<file path="src/rtl/poly94_mem_pkg.sv">
// Shared memory-subsystem types: arbiter FSM states, SDRAM port widths and the latched request record.
package poly94_mem_pkg;

  localparam int SDRAM_AW = 24;
  localparam int SDRAM_DW = 16;

  typedef enum logic [1:0] {
    ARB_IDLE  = 2'd0,
    ARB_ISSUE = 2'd1,
    ARB_WAIT  = 2'd2,
    ARB_ACK   = 2'd3
  } arb_state_t;

  typedef struct packed {
    logic                wr;
    logic                lock;
    logic [SDRAM_AW-1:0] addr;
    logic [SDRAM_DW-1:0] wdata;
  } sdram_req_t;

  // Priority-run bookkeeping: count priority grants only while someone else is being held off.
  function automatic logic [3:0] run_update(input logic [3:0] run, input logic is_prio,
                                            input logic others_wait, input logic [3:0] max_run);
    logic [3:0] res;
    if (!is_prio || !others_wait) res = 4'd0;
    else if (run >= max_run)      res = max_run;
    else                          res = run + 4'd1;
    return res;
  endfunction

endpackage

</file>
<file path="src/rtl/rr_pick.sv">
// Combinational one-hot picker: priority port when enabled and requesting, otherwise
// round-robin starting at the port after last_i.
module rr_pick #(
  parameter int NPORTS    = 2,
  parameter int PRIO_PORT = 1,
  parameter int IW        = 1
) (
  input  logic [NPORTS-1:0] req_i,
  input  logic [IW-1:0]     last_i,
  input  logic              prio_en_i,
  output logic [NPORTS-1:0] gnt_o,
  output logic [IW-1:0]     idx_o,
  output logic              any_o
);

  always_comb begin : pick
    logic found;
    int   j;
    gnt_o = '0;
    idx_o = '0;
    any_o = |req_i;
    found = 1'b0;
    j     = 0;
    if (prio_en_i && req_i[PRIO_PORT]) begin
      idx_o = IW'(PRIO_PORT);
    end else begin
      for (int i = 1; i <= NPORTS; i++) begin
        j = int'(last_i) + i;
        if (j >= NPORTS) j = j - NPORTS;
        if (!found && req_i[j]) begin
          found = 1'b1;
          idx_o = IW'(j);
        end
      end
    end
    if (any_o) gnt_o[idx_o] = 1'b1;
  end

endmodule

</file>
<file path="src/rtl/sdram_port_arbiter.sv">
// Shares one halfword SDRAM controller port between NPORTS requesters, one op at a time,
// with a favoured port, a bounded favoured-port run length and locked multi-op sequences.
module sdram_port_arbiter
  import poly94_mem_pkg::*;
#(
  parameter int NPORTS      = 2,
  parameter int PRIO_PORT   = 1,
  parameter int MAX_RUN     = 8,
  parameter int WAIT_CYCLES = 2
) (
  input  logic                       clk_i,
  input  logic                       rst_i,
  input  logic [NPORTS-1:0]          req_valid_i,
  input  logic [NPORTS-1:0]          req_wr_i,
  input  logic [NPORTS-1:0]          req_lock_i,
  input  logic [NPORTS*SDRAM_AW-1:0] req_addr_i,
  input  logic [NPORTS*SDRAM_DW-1:0] req_wdata_i,
  output logic [NPORTS-1:0]          done_o,
  output logic [SDRAM_DW-1:0]        rdata_o,
  output logic [NPORTS-1:0]          grant_o,
  output logic                       sdram_rd_o,
  output logic                       sdram_wr_o,
  output logic [SDRAM_AW-1:0]        sdram_addr_x16_o,
  output logic [SDRAM_DW-1:0]        sdram_wdata_o,
  input  logic                       sdram_rdy_i,
  input  logic [SDRAM_DW-1:0]        sdram_rdata_i,
  output logic                       sdram_ack_o,
  output arb_state_t                 dbg_state_o
);

  // Handshake: a port raises req_valid_i with its op fields and holds them until its
  // one-cycle done_o pulse; toward the controller rd/wr stay high until rdy is seen
  // (after WAIT_CYCLES), then sdram_ack_o strobes for one cycle.

  localparam int                IW        = (NPORTS > 1) ? $clog2(NPORTS) : 1;
  localparam logic [IW-1:0]     PRIO_IDX  = IW'(PRIO_PORT);
  localparam logic [NPORTS-1:0] PRIO_MASK = NPORTS'(1) << PRIO_PORT;
  localparam logic [3:0]        MAX_RUN_C = 4'(MAX_RUN);
  localparam logic [1:0]        WAIT_C    = 2'(WAIT_CYCLES);

  arb_state_t          state_q, state_d;
  logic [IW-1:0]       owner_q, owner_d;
  logic [IW-1:0]       last_q, last_d;
  logic [NPORTS-1:0]   grant_q, grant_d;
  logic [3:0]          run_q, run_d;
  logic [1:0]          wait_q, wait_d;
  sdram_req_t          req_q, req_d;
  logic                rd_q, rd_d;
  logic                wr_q, wr_d;
  logic [NPORTS-1:0]   done_q, done_d;
  logic                ack_q, ack_d;
  logic [SDRAM_DW-1:0] rdata_q, rdata_d;

  logic [NPORTS-1:0]   pick_gnt;
  logic [IW-1:0]       pick_idx;
  logic                pick_any;
  logic                others_wait;
  logic [IW-1:0]       load_idx;
  sdram_req_t          load_req;

  rr_pick #(
    .NPORTS   (NPORTS),
    .PRIO_PORT(PRIO_PORT),
    .IW       (IW)
  ) u_pick (
    .req_i    (req_valid_i),
    .last_i   (last_q),
    .prio_en_i(run_q < MAX_RUN_C),
    .gnt_o    (pick_gnt),
    .idx_o    (pick_idx),
    .any_o    (pick_any)
  );

  assign others_wait = |(req_valid_i & ~PRIO_MASK);

  // The op to latch comes from the arbitration winner in IDLE, or the current owner on a locked continuation.
  always_comb begin
    load_idx       = (state_q == ARB_IDLE) ? pick_idx : owner_q;
    load_req.wr    = req_wr_i[load_idx];
    load_req.lock  = req_lock_i[load_idx];
    load_req.addr  = req_addr_i[load_idx*SDRAM_AW +: SDRAM_AW];
    load_req.wdata = req_wdata_i[load_idx*SDRAM_DW +: SDRAM_DW];
  end

  always_comb begin
    state_d = state_q;
    owner_d = owner_q;
    last_d  = last_q;
    grant_d = grant_q;
    run_d   = run_q;
    wait_d  = wait_q;
    req_d   = req_q;
    rd_d    = rd_q;
    wr_d    = wr_q;
    rdata_d = rdata_q;
    done_d  = '0;
    ack_d   = 1'b0;
    unique case (state_q)
      ARB_IDLE: begin
        if (pick_any) begin
          owner_d = pick_idx;
          last_d  = pick_idx;
          grant_d = pick_gnt;
          req_d   = load_req;
          run_d   = run_update(run_q, pick_idx == PRIO_IDX, others_wait, MAX_RUN_C);
          state_d = ARB_ISSUE;
        end
      end
      ARB_ISSUE: begin
        rd_d    = ~req_q.wr;
        wr_d    = req_q.wr;
        wait_d  = 2'd0;
        state_d = ARB_WAIT;
      end
      ARB_WAIT: begin
        if (wait_q < WAIT_C) begin
          wait_d = wait_q + 2'd1;
        end else if (sdram_rdy_i) begin
          rd_d = 1'b0;
          wr_d = 1'b0;
          if (!req_q.wr) rdata_d = sdram_rdata_i;
          // An owner that abandoned its request still gets its op finished, just no done_o.
          done_d[owner_q] = req_valid_i[owner_q];
          ack_d           = 1'b1;
          req_d.lock      = req_lock_i[owner_q];
          state_d         = ARB_ACK;
        end
      end
      ARB_ACK: begin
        if (req_q.lock && req_valid_i[owner_q]) begin
          req_d   = load_req;
          run_d   = run_update(run_q, owner_q == PRIO_IDX, others_wait, MAX_RUN_C);
          state_d = ARB_ISSUE;
        end else begin
          grant_d = '0;
          state_d = ARB_IDLE;
        end
      end
      default: state_d = ARB_IDLE;
    endcase
  end

  always_ff @(posedge clk_i or posedge rst_i) begin
    if (rst_i) begin
      state_q <= ARB_IDLE;
      owner_q <= '0;
      last_q  <= IW'(NPORTS - 1);
      grant_q <= '0;
      run_q   <= '0;
      wait_q  <= '0;
      req_q   <= '0;
      rd_q    <= 1'b0;
      wr_q    <= 1'b0;
      done_q  <= '0;
      ack_q   <= 1'b0;
      rdata_q <= '0;
    end else begin
      state_q <= state_d;
      owner_q <= owner_d;
      last_q  <= last_d;
      grant_q <= grant_d;
      run_q   <= run_d;
      wait_q  <= wait_d;
      req_q   <= req_d;
      rd_q    <= rd_d;
      wr_q    <= wr_d;
      done_q  <= done_d;
      ack_q   <= ack_d;
      rdata_q <= rdata_d;
    end
  end

  assign done_o           = done_q;
  assign rdata_o          = rdata_q;
  assign grant_o          = grant_q;
  assign sdram_rd_o       = rd_q;
  assign sdram_wr_o       = wr_q;
  assign sdram_addr_x16_o = req_q.addr;
  assign sdram_wdata_o    = req_q.wdata;
  assign sdram_ack_o      = ack_q;
  assign dbg_state_o      = state_q;

endmodule

</file>
<file path="config.mk">
export PLATFORM = sky130hd
export DESIGN_NAME = sdram_port_arbiter
export DESIGN_NICKNAME = d
export VERILOG_FILES = /design/src/rtl/poly94_mem_pkg.sv /design/src/rtl/rr_pick.sv /design/src/rtl/sdram_port_arbiter.sv
export SDC_FILE = /design/constraint.sdc
export NUM_CORES = 1
export LEC_CHECK = 0
export CAP_MARGIN = 25
export CORE_MARGIN = 4
export CORE_UTILIZATION = 47
export CTS_BUF_LIST = sky130_fd_sc_hd__clkbuf_2
export DETAILED_ROUTE_END_ITERATION = 10
export GPL_ROUTABILITY_DRIVEN = 0
export PLACE_DENSITY = 0.95
export SYNTH_ARGS = -nofsm -noshare
export SYNTH_HDL_FRONTEND = slang
export SYNTH_SLANG_ARGS = --single-unit
</file>
<file path="constraint.sdc">
create_clock -name clk_i -period 6.25 [get_ports clk_i]
set_input_delay 1.25 -clock clk_i [delete_from_list [all_inputs] [get_ports clk_i]]
set_output_delay 1.25 -clock clk_i [all_outputs]
set_load 0.1 [all_outputs]
</file>
Word level (Yosys, flattened, before mapping)
Index checks and enable logic that the tools add are counted.
- logic and storage cells: 133
- flip-flop bits (word level): 75
- output and inout port bits: 65
- mux-type cells: 61
- multipliers: 1
- reduce and logical (&&, ||, !) cells: 24
- eq/ne operators: 9
- bitwise gates (word level): 3
- $add $sub $neg: 6
- shift operators: 2
- magnitude comparators: 12
- operators with widths (operator ; number):
    2-to-1 mux 32 bit ; 4
    2-to-1 mux 42 bit ; 2
    one-hot mux 40 bit (2 select lines) ; 1
    greater-or-equal comparator 32 x 3 -> 1 bit, second input constant ; 2
    less-than comparator 32 x 3 -> 1 bit, second input constant ; 2
    subtractor 32 x 3 -> 32 bit, second input constant ; 2
    variable part select 48 x 7 -> 24 bit ; 1
    variable part select 32 x 6 -> 16 bit ; 1
    2-to-1 mux 1 bit ; 30
    2-to-1 mux 4 bit ; 5
    2-to-1 mux 2 bit ; 9
    != test 2 bit, second input constant ; 6
    AND reduction 3 bit ; 4
    one-hot mux 2 bit (2 select lines) ; 2
    one-hot mux 2 bit (4 select lines) ; 1
    one-hot mux 4 bit (2 select lines) ; 1
    less-than comparator 1 x 2 -> 1 bit, second input constant ; 3
    one-hot mux 1 bit (2 select lines) ; 3
    logical AND 1 bit ; 5
    AND reduction 5 bit ; 1
    adder 4 x 1 -> 4 bit, second input constant ; 1
    equality test 2 bit, second input constant ; 2
    greater-or-equal comparator 4 bit, second input constant ; 1
    zero test 1 bit ; 4
    other kinds (19) ; 25

Longest topological paths before layout
Gate-level depths: netlist (run 1).
- word-level depth: 19
- mapped depth: 10
- gate-level depth less buffers: 6

Hierarchy
Synthesis (run 1) repeated with hierarchy kept, for this count alone.
- cell total of the unflattened synthesis: 352
- area, all modules: 3774.9 um2
- by module, submodules not included (module ; area each (um2) ; instances ; cells an instance):
    sdram_port_arbiter ; 3733.6 ; 1 ; 346
    rr_pick ; 41.3 ; 1 ; 6

Worst setup path before layout (run 1)
OpenSTA, ideal clock, no wires.
- kind: flip-flop to flip-flop
- start point: register state_q[0] (netlist: dbg_state_o[0])
- end point: register rdata_q[0] (netlist: rdata_o[0])
- arrival time: 2456 ps
- stages on the path, launching flop included: 9
- setup slack: 3668 ps
- library setup time: 126 ps
- path through: dfrtp_1 > inv_1 > ha_1 > nand3_1 > inv_1 > nand2b_1 > buf_2 > buf_2 > mux2_2
- longest elaborated chain between the ends: 2
- RTL lines (what ; line ; text):
    start, declared ; sdram_port_arbiter.sv:41 ; arb_state_t state_q, state_d;
    start signal, assigned ; sdram_port_arbiter.sv:158 ; state_q <= state_d;
    equality test 2 bit ; sdram_port_arbiter.sv:98 ; unique case (state_q)
    AND reduction 4 bit (no line) ; n/a ;
    end signal, assigned ; sdram_port_arbiter.sv:169 ; rdata_q <= rdata_d;
    end, declared ; sdram_port_arbiter.sv:52 ; logic [SDRAM_DW-1:0] rdata_q, rdata_d;
No other way between the ends.
A chain may end at the register's enable or synchronous reset.

Final worst setup path (run 1)
- start point: input req_valid_i[0]
- end point: register req_q[40] (netlist name)
- longest elaborated chain between the ends: 14
- elaborated cells between the ends (all ways): 26
- RTL lines (what ; line ; text):
    start, declared ; sdram_port_arbiter.sv:13 ; input logic [NPORTS-1:0] req_valid_i,
    2-to-1 mux 1 bit (implied by the code) (3 in a row) ; rr_pick.sv:30 ; if (!found && req_i[j]) begin
    2-to-1 mux 1 bit ; rr_pick.sv:30 ;
    2-to-1 mux 1 bit ; rr_pick.sv:24 ; if (prio_en_i && req_i[PRIO_PORT]) begin
    zero test 1 bit ; rr_pick.sv:30 ;
    logical AND 1 bit ; rr_pick.sv:30 ;
    2-to-1 mux 1 bit ; rr_pick.sv:30 ;
    2-to-1 mux 1 bit ; rr_pick.sv:24 ;
    2-to-1 mux 1 bit ; sdram_port_arbiter.sv:78 ; load_idx = (state_q == ARB_IDLE) ? pick_idx : owner_q;
    2-to-1 mux 1 bit (implied by the code) (2 in a row) ; sdram_port_arbiter.sv:80 ; load_req.lock = req_lock_i[load_idx];
    2-to-1 mux 42 bit (on tied branches) ; sdram_port_arbiter.sv:130, sdram_port_arbiter.sv:100 ;
    one-hot mux 1 bit (3 select lines) ; sdram_port_arbiter.sv:98 ;
    end signal, assigned ; sdram_port_arbiter.sv:164 ; req_q <= req_d;
    end, declared ; sdram_port_arbiter.sv:47 ; sdram_req_t req_q, req_d;
Parallel ways exist; a longest one is shown, timed or not. The select of a mux whose other input is x is not followed.

==> metrics.md, run 1 <==
| Metric | Value |
|---|---|
| Run status | `complete, no violations` |
| Setup slack on the worst flop-to-flop path | `roughly 3100 ps` |
| Required time of the worst setup path | `roughly 6600 ps` |
| Vias after detailed routing | `between 2000 and 3000` |
| # DRC | `0` |
| Warnings from Yosys | `0` |
| Number of buffers on the longest clock path | `2` |
| Number of global-route vias before repair | `3127` |
| Depth of the CTS H-tree | `3` |
| Number of buffers inserted during clock tree synthesis | `9` |
| Setup CP Type | `primary input to flip-flop` |
| Global-route wire length before repair | `around 15000 um` |
| Detailed Place HPWL | `7310 um` |
| Final count of hold timing violations | `0` |
| Final slew viol count | `0` |
| Dominant combinational cell family by area after synthesis | `multiplexers` |
| Max FO, Critical Path | `23` |
| Critical path startpoint | `req_valid_i[0]` |
| Root buffer cell | `clkbuf_2` |
| I/O pin count | `170` |
| Remaining max-slew budget at the tightest pin | `between 30% and 40%` |
| Post-Route Setup TNS | `0 ps` |
| Timing-limited maximum frequency | `a little under 300 MHz` |
| Via density | `just over 5` |
| Slew at the pin with the worst max-slew slack | `slightly above 1000 ps` |
| Reg-to-reg endpoint | `req_q[40]$_DFFE_PP0P_` |
| Unrepaired setup endpoints after global routing | `false` |
| Leading cell type by number of instances after synthesis | `dfrtp_1` |
| Post_cts resized | `0` |
| Biggest area contributors in the synthesized netlist | `dfrtp_1, mux2i_1, buf_4` |
| Post-synthesis mux area share | `17.4%` |
| Distinct cell type count of the synthesized netlist | `35` |
| Top cells by instance count after synthesis | `dfrtp_1, nand2_1, mux2i_1` |
| Average detailed-routed wire length per instance | `approximately 16 um` |
| Initial Util | `49.0%` |
| Gate count of the mapped netlist | `between 300 and 400` |
| Antenna violations before repair | `0` |
| TritonCTS sink count | `75` |
| Clock tree from TritonCTS | `done` |
| Number of maximum-capacitance constraint violations | `0` |
| Destination of the critical timing path | `req_q[40]$_DFFE_PP0P_` |
| Area fraction in compound gates after synthesis | `about a tenth` |
| Startpoint of the most critical register-to-register path | `dbg_state_o[1]$_DFFE_PP0P_` |
| Area of the mapped netlist | `around 0.0038 sq mm` |
| Post-CTS repair timing setup buffer count | `0` |
| Syn Area/Cell | `about 11 sq um` |
| Synthesized netlist net count | `471` |
| Area Growth Syn to Fin | `41.0%` |
| Filler cell count in the final layout | `560` |
| Area share of the largest cell type after synthesis | `48.4%` |
| Post-CTS Hold Buffers | `0` |
| Fraction of synthesized cell area in xor and xnor cells | `less than 1%` |
| Maximum number of pins on one net before global-route repair | `between 70 and 80` |
| Post-Synth Adder-Cell Area | `between 2 and 3%` |
| Cell type contributing the most total cell area after synthesis | `dfrtp_1` |
| Port Buf Inserts | `approximately 170` |
| Data arrival, critical path | `between 3000 and 4000 ps` |
| Sum of overflow across all layers after global routing | `0` |
| Share of the cycle needed by the critical path after routing | `between 50% and 60%` |
| Number of cell rows | `32` |
| Die Wd | `between 90 and 100 um` |
| Clock insertion delay at the later pin of the skew report | `approximately 500 ps` |
| Class of the most critical hold timing path | `flip-flop to flip-flop` |
| Antenna cell count | `0` |
| Share of final-layout standard cells stronger than drive strength 1 | `roughly 8.6%` |
| R2R depth | `7` |
| Fin crit period | `3430 ps` |
| Clock skew after layout | `29.5 ps` |
| Post-synth EDFFs | `0` |
| Die Height | `between 90 and 100 um` |
| Simple-gate portion of the synthesized area | `8.44%` |
| Die Area | `just under 0.01 sq mm` |
| ANT nets after route | `0` |
| Net count reported at finish | `595` |
| Startpoint kind of the worst setup timing path | `primary input` |
| Element type at the critical path end | `flip-flop` |
| DR iter-0 viols | `roughly 140` |
| Ys async rst share | `100%` |
| All-layer global routing usage | `19.2%` |
| Number of iterations in the first detailed-routing pass | `4` |
| Sequential cell area fraction in the yosys report | `49.1%` |
| Clock transition at the registers of the reported paths | `around 200 ps` |
| Detailed-route wire length | `between 9000 and 10000 um` |
| CORE AREA | `0.00781 sq mm` |
| Setup violations, final | `0` |
| Register bit total from synthesis | `75` |
| Main flop type after synthesis | `dfrtp_1` |
-- state kept, by name, summed over array words and instances (netlist names) --
name              cells
sdram_wdata_o        16
wait_q                2
rdata_o              16
last_q                1
done_o                2
sdram_addr_x16_o     24
owner_q               1
sdram_ack_o           1
run_q                 4
req_q                 2
sdram_wr_o            1
grant_o               2
sdram_rd_o            1
dbg_state_o           2
-- area by class of cell --
class	instances	area, sq um	share of cell area, %
Sequential cell	75	1880	34.8
Timing Repair Buffer	172	1710	31.8
Clock inverter	7	91.3	1.69
Multi-Input combinational cell	211	1490	27.6
Inverter	13	48.8	0.905
Tap cell	102	128	2.37
Clock buffer	9	45.0	0.835
-- metal layers --
metal	vias to the layer above	wire length [um]	GRT usage, %	part of all wire (%)
met3	20	610	4.50	6.4
met5	-	0	0	0
met2	143	4840	34.9	51
met1	1386	3840	22.5	40
li1	1429	-	-	-
met4	0	211	5.57	2.2
-- cell usage in the layout, fill, tap and decap left out, types with 3 or more instances in the layout --
cell type	netlist	routed
nor3_1	3	3
clkdlybuf4s50_1	0	169
ha_1	8	8
nand2_1	49	49
dfrtp_1	74	74
buf_4	44	3
nand3_1	4	4
nand2b_1	5	5
o21ai_0	26	26
clkbuf_2	2	9
o21a_1	3	3
o21ai_1	21	21
nor2_1	5	5
o31ai_1	3	3
inv_1	13	12
mux2i_1	45	45
a21oi_1	3	3
mux2_2	19	19
-- how the worst min path moves through the flow --
stage / slack [ps] / to / start / depth (start not counted)
4_1_cts: 520 / sdram_wdata_o[10]$_DFFE_PP0P_ / sdram_wdata_o[10]$_DFFE_PP0P_ / 2
5_1_grt: 540 / sdram_wdata_o[14]$_DFFE_PP0P_ / sdram_wdata_o[14]$_DFFE_PP0P_ / 2
3_5_place_dp: 470 / sdram_wdata_o[10]$_DFFE_PP0P_ / sdram_wdata_o[10]$_DFFE_PP0P_ / 2
3_3_place_gp: 460 / sdram_addr_x16_o[23]$_DFFE_PP0P_ / sdram_addr_x16_o[23]$_DFFE_PP0P_ / 2
6_report: 510 / sdram_wdata_o[10]$_DFFE_PP0P_ / sdram_wdata_o[10]$_DFFE_PP0P_ / 2
2_1_floorplan: 450 / sdram_addr_x16_o[19]$_DFFE_PP0P_ / sdram_addr_x16_o[19]$_DFFE_PP0P_ / 2
-- logic make-up (layout without fill, tap and decap cells) --
family	Yosys count	count (layout)
flip-flops	75	75
AO/OA/AOI/OAI	66	66
adder cells (fa/ha/maj)	8	8
multiplexers	64	64
buffers and inverters	72	201
XOR/XNOR	1	1
AND/OR/NAND/NOR	72	72
-- through the flow --
| step | cells | hold WS, ps | setup WS (ps) | utilization, % | instance area [sq um] |
|---|---|---|---|---|---|
| 6_report | 589 | 509 | 2820 | 69.1 | 5390 |
| 5_1_grt | 589 | 542 | 2680 | 69.1 | 5390 |
| 4_1_cts | 589 | 518 | 2770 | 69.1 | 5390 |
| 3_5_place_dp | 573 | 474 | 2310 | 67.3 | 5260 |
| 3_3_place_gp | 573 | 462 | 2460 | 67.3 | 5260 |
| 2_1_floorplan | 358 | 451 | 3090 | - | 3820 |
-- critical path, cell delays in order --
cell             delay, ps
clkdlybuf4s50_1        530
and3_1                 280
o22ai_4                690
buf_4                  500
a221oi_1               150
o41ai_1                390
Power of run 1 is left out: the tool's default activity adds up to more than one toggle a clock period on the data nets, which glitch-free logic cannot reach.
==> run 2, diff against run 1 <==
--- a/config.mk
+++ b/config.mk
@@ -7,11 +7,11 @@
 export LEC_CHECK = 0
 export CAP_MARGIN = 25
 export CORE_MARGIN = 4
-export CORE_UTILIZATION = 47
+export CORE_UTILIZATION = 43
 export CTS_BUF_LIST = sky130_fd_sc_hd__clkbuf_2
 export DETAILED_ROUTE_END_ITERATION = 10
 export GPL_ROUTABILITY_DRIVEN = 0
-export PLACE_DENSITY = 0.95
+export PLACE_DENSITY = 0.94
 export SYNTH_ARGS = -nofsm -noshare
 export SYNTH_HDL_FRONTEND = slang
 export SYNTH_SLANG_ARGS = --single-unit
==> constraint.sdc (replaced) <==
create_clock -name clk_i -period 3.2 [get_ports clk_i]
set_input_delay 0.64 -clock clk_i [delete_from_list [all_inputs] [get_ports clk_i]]
set_output_delay 0.64 -clock clk_i [all_outputs]
set_load 0.1 [all_outputs]
==> run 2 against run 1 <==
Against the previous run:
- via count shrank 2.2%
- highest routed layer unchanged
- register-to-register slack got worse by 2200 ps
- final cell count grew 1.2%
==> metrics.md, run 2 (same netlist as run 1, synthesis figures left out) <==
| Metric | Value |
|---|---|
| Run status | `complete, no violations` |
| Number of buffers inserted during clock tree synthesis | `9` |
| Slowest stage delay, CP | `around 490 ps` |
| Filler cell count in the final layout | `around 680` |
| Standard cell area after detailed placement | `approximately 0.0051 sq mm` |
| Fin crit period | `2240 ps` |
| Maximum number of pins on one net before global-route repair | `between 50 and 60` |
| Area of all placed cells without fillers | `0.00529 sq mm` |
| Port Buf Inserts | `169` |
| Die Area | `0.0105 sq mm` |
| CP Buf/Inv Count | `2` |
| Critical path's top delay family | `compound AO/OA/AOI/OAI gates` |
| Data arrival, critical path | `approximately 2600 ps` |
| All-layer global routing usage | `between 10% and 20%` |
| # DRC | `0` |
| Slowest-stage cell, CP | `dfrtp_1` |
| ANT nets after route | `0` |
| Remaining max-slew budget at the tightest pin | `slightly above 50%` |
| Final count of hold timing violations | `0` |
| Antenna violations before repair | `0` |
| Class of the most critical hold timing path | `primary input to asynchronous set/reset pin` |
| Number of maximum-capacitance constraint violations | `0` |
| Post-CTS repair timing setup buffer count | `0` |
| Clock insertion delay at the later pin of the skew report | `just under 500 ps` |
| Unrepaired setup endpoints after global routing | `false` |
| Antenna cell count | `0` |
| Setup CP Type | `flip-flop to flip-flop` |
| Post-CTS Hold Buffers | `0` |
| CORE AREA | `~0.0087 sq mm` |
| Slew at the pin with the worst max-slew slack | `727 ps` |
| Area Growth Syn to Fin | `38.3%` |
| Cells after DPL | `just under 600` |
| Final std cells w/o fill | `between 500 and 600` |
| Critical-path cell list | `inv_1, ha_1, nand2_1, o22ai_4, buf_4, a221oi_1, o41ai_1` |
| Startpoint of the most critical register-to-register path | `dbg_state_o[1]$_DFFE_PP0P_` |
| Number of global-route vias before repair | `between 3000 and 4000` |
| Global-route wire length before repair | `13600 um` |
| Setup violations, final | `0` |
| Post_cts resized | `0` |
| Detailed Place HPWL | `around 7000 um` |
| Minimum setup slack after placement | `~580 ps` |
| Max FO, Critical Path | `9` |
| Detailed-route wire length | `about 9000 um` |
| I/O pin count | `between 150 and 200` |
| Most common cell after layout, fill and taps aside | `clkdlybuf4s50_1` |
| DR iter-0 viols | `74` |
| Critical path startpoint | `dbg_state_o[1]$_DFFE_PP0P_` |
| Average detailed-routed wire length per instance | `~15 um` |
| Depth of the CTS H-tree | `3` |
| Root buffer cell | `clkbuf_2` |
| Share of the cycle needed by the critical path after routing | `a little over two thirds` |
| Leading cell types in the layout, fill and taps excluded | `clkdlybuf4s50_1, dfrtp_1, buf_4, nand2_1, mux2i_1` |
| Startpoint kind of the worst setup timing path | `flip-flop` |
| TritonCTS sink count | `between 70 and 80` |
| Die Height | `between 100 and 150 um` |
| Number of cell rows | `34` |
| Post-Route Setup TNS | `0 ps` |
| Via density | `slightly below 5` |
| Required time of the worst setup path | `roughly 3600 ps` |
| Vias after detailed routing | `roughly 2900` |
| Die Wd | `102 um` |
| Element type at the critical path end | `flip-flop` |
| Net count reported at finish | `approximately 600` |
| Sum of overflow across all layers after global routing | `0` |
| Final slew viol count | `0` |
| Share of final-layout standard cells stronger than drive strength 1 | `a little under a quarter` |
| Clock transition at the registers of the reported paths | `around 220 ps` |
| Number of buffers on the longest clock path | `2` |
| Clock tree from TritonCTS | `done` |
| Initial Util | `~44%` |
| Smallest setup slack after layout | `around 960 ps` |
| Number of iterations in the first detailed-routing pass | `4` |
| Number of flip-flops under the largest register name | `24` |
| Clock skew after layout | `between 30 and 40 ps` |
| Timing-limited maximum frequency | `446 MHz` |
run 2: changes by cell type in the layout (fill, tap and decap cells not counted):
cell	delta
clkinv_4	+2
clkdlybuf4s50_1	-65
clkbuf_2	+1
buf_4	+63
clkinv_1	-2
clkinv_2	+2
inv_2	-1
buf_12	+3
inv_6	-1
clkinvlp_4	-1
run 2: final timing paths:
check | endpoint | slack (ps) | depth (start not counted)
min | done_o[0]$_DFF_PP0_ | 480 | 2
max reg2reg | req_q[40]$_DFFE_PP0P_ | 960 | 7
max in group asynchronous | sdram_addr_x16_o[5]$_DFFE_PP0P_ | 2070 | 3
max | req_q[40]$_DFFE_PP0P_ | 960 | 7
min in group clk_i | sdram_addr_x16_o[23]$_DFFE_PP0P_ | 510 | 2
min reg2reg | sdram_addr_x16_o[23]$_DFFE_PP0P_ | 510 | 2
run 2: cell type report:
cell class,count,area [sq um],area share (%)
Clock buffer,10,50.0,0.947
Sequential cell,75,1880,35.5
Tap cell,108,135,2.56
Multi-Input combinational cell,211,1490,28.1
Clock inverter,6,90.1,1.70
Inverter,13,50.0,0.947
Timing Repair Buffer,173,1600,30.2
run 2: stage by stage:
| stage | utilization (%) | hold slack, ps |
|---|---|---|
| finish | 60.9 | 482 |
| global route | 60.9 | 497 |
| CTS | 60.9 | 470 |
| detailed placement | 59.3 | 472 |
| global placement | 59.3 | 464 |
| floorplan | - | 451 |
run 2: metal layers:
layer  wire length (um)  global-route usage (%)  share of wire (%)  vias up
met5                  0                       0                  0        -
met4                142                    6.16                1.6        0
met3                706                    4.30                7.9       16
met2               4740                    31.2                 53      103
met1               3310                    17.8                 37     1370
li1                   -                       -                  -     1422
run 2: worst reg2reg max path, stage by stage (launching register included):
cell and delay (ps):
dfrtp_1 490, inv_1 150, ha_1 410, nand2_1 170
o22ai_4 170, buf_4 240, a221oi_1 110, o41ai_1 390
Power of run 2 is left out for the same reason.
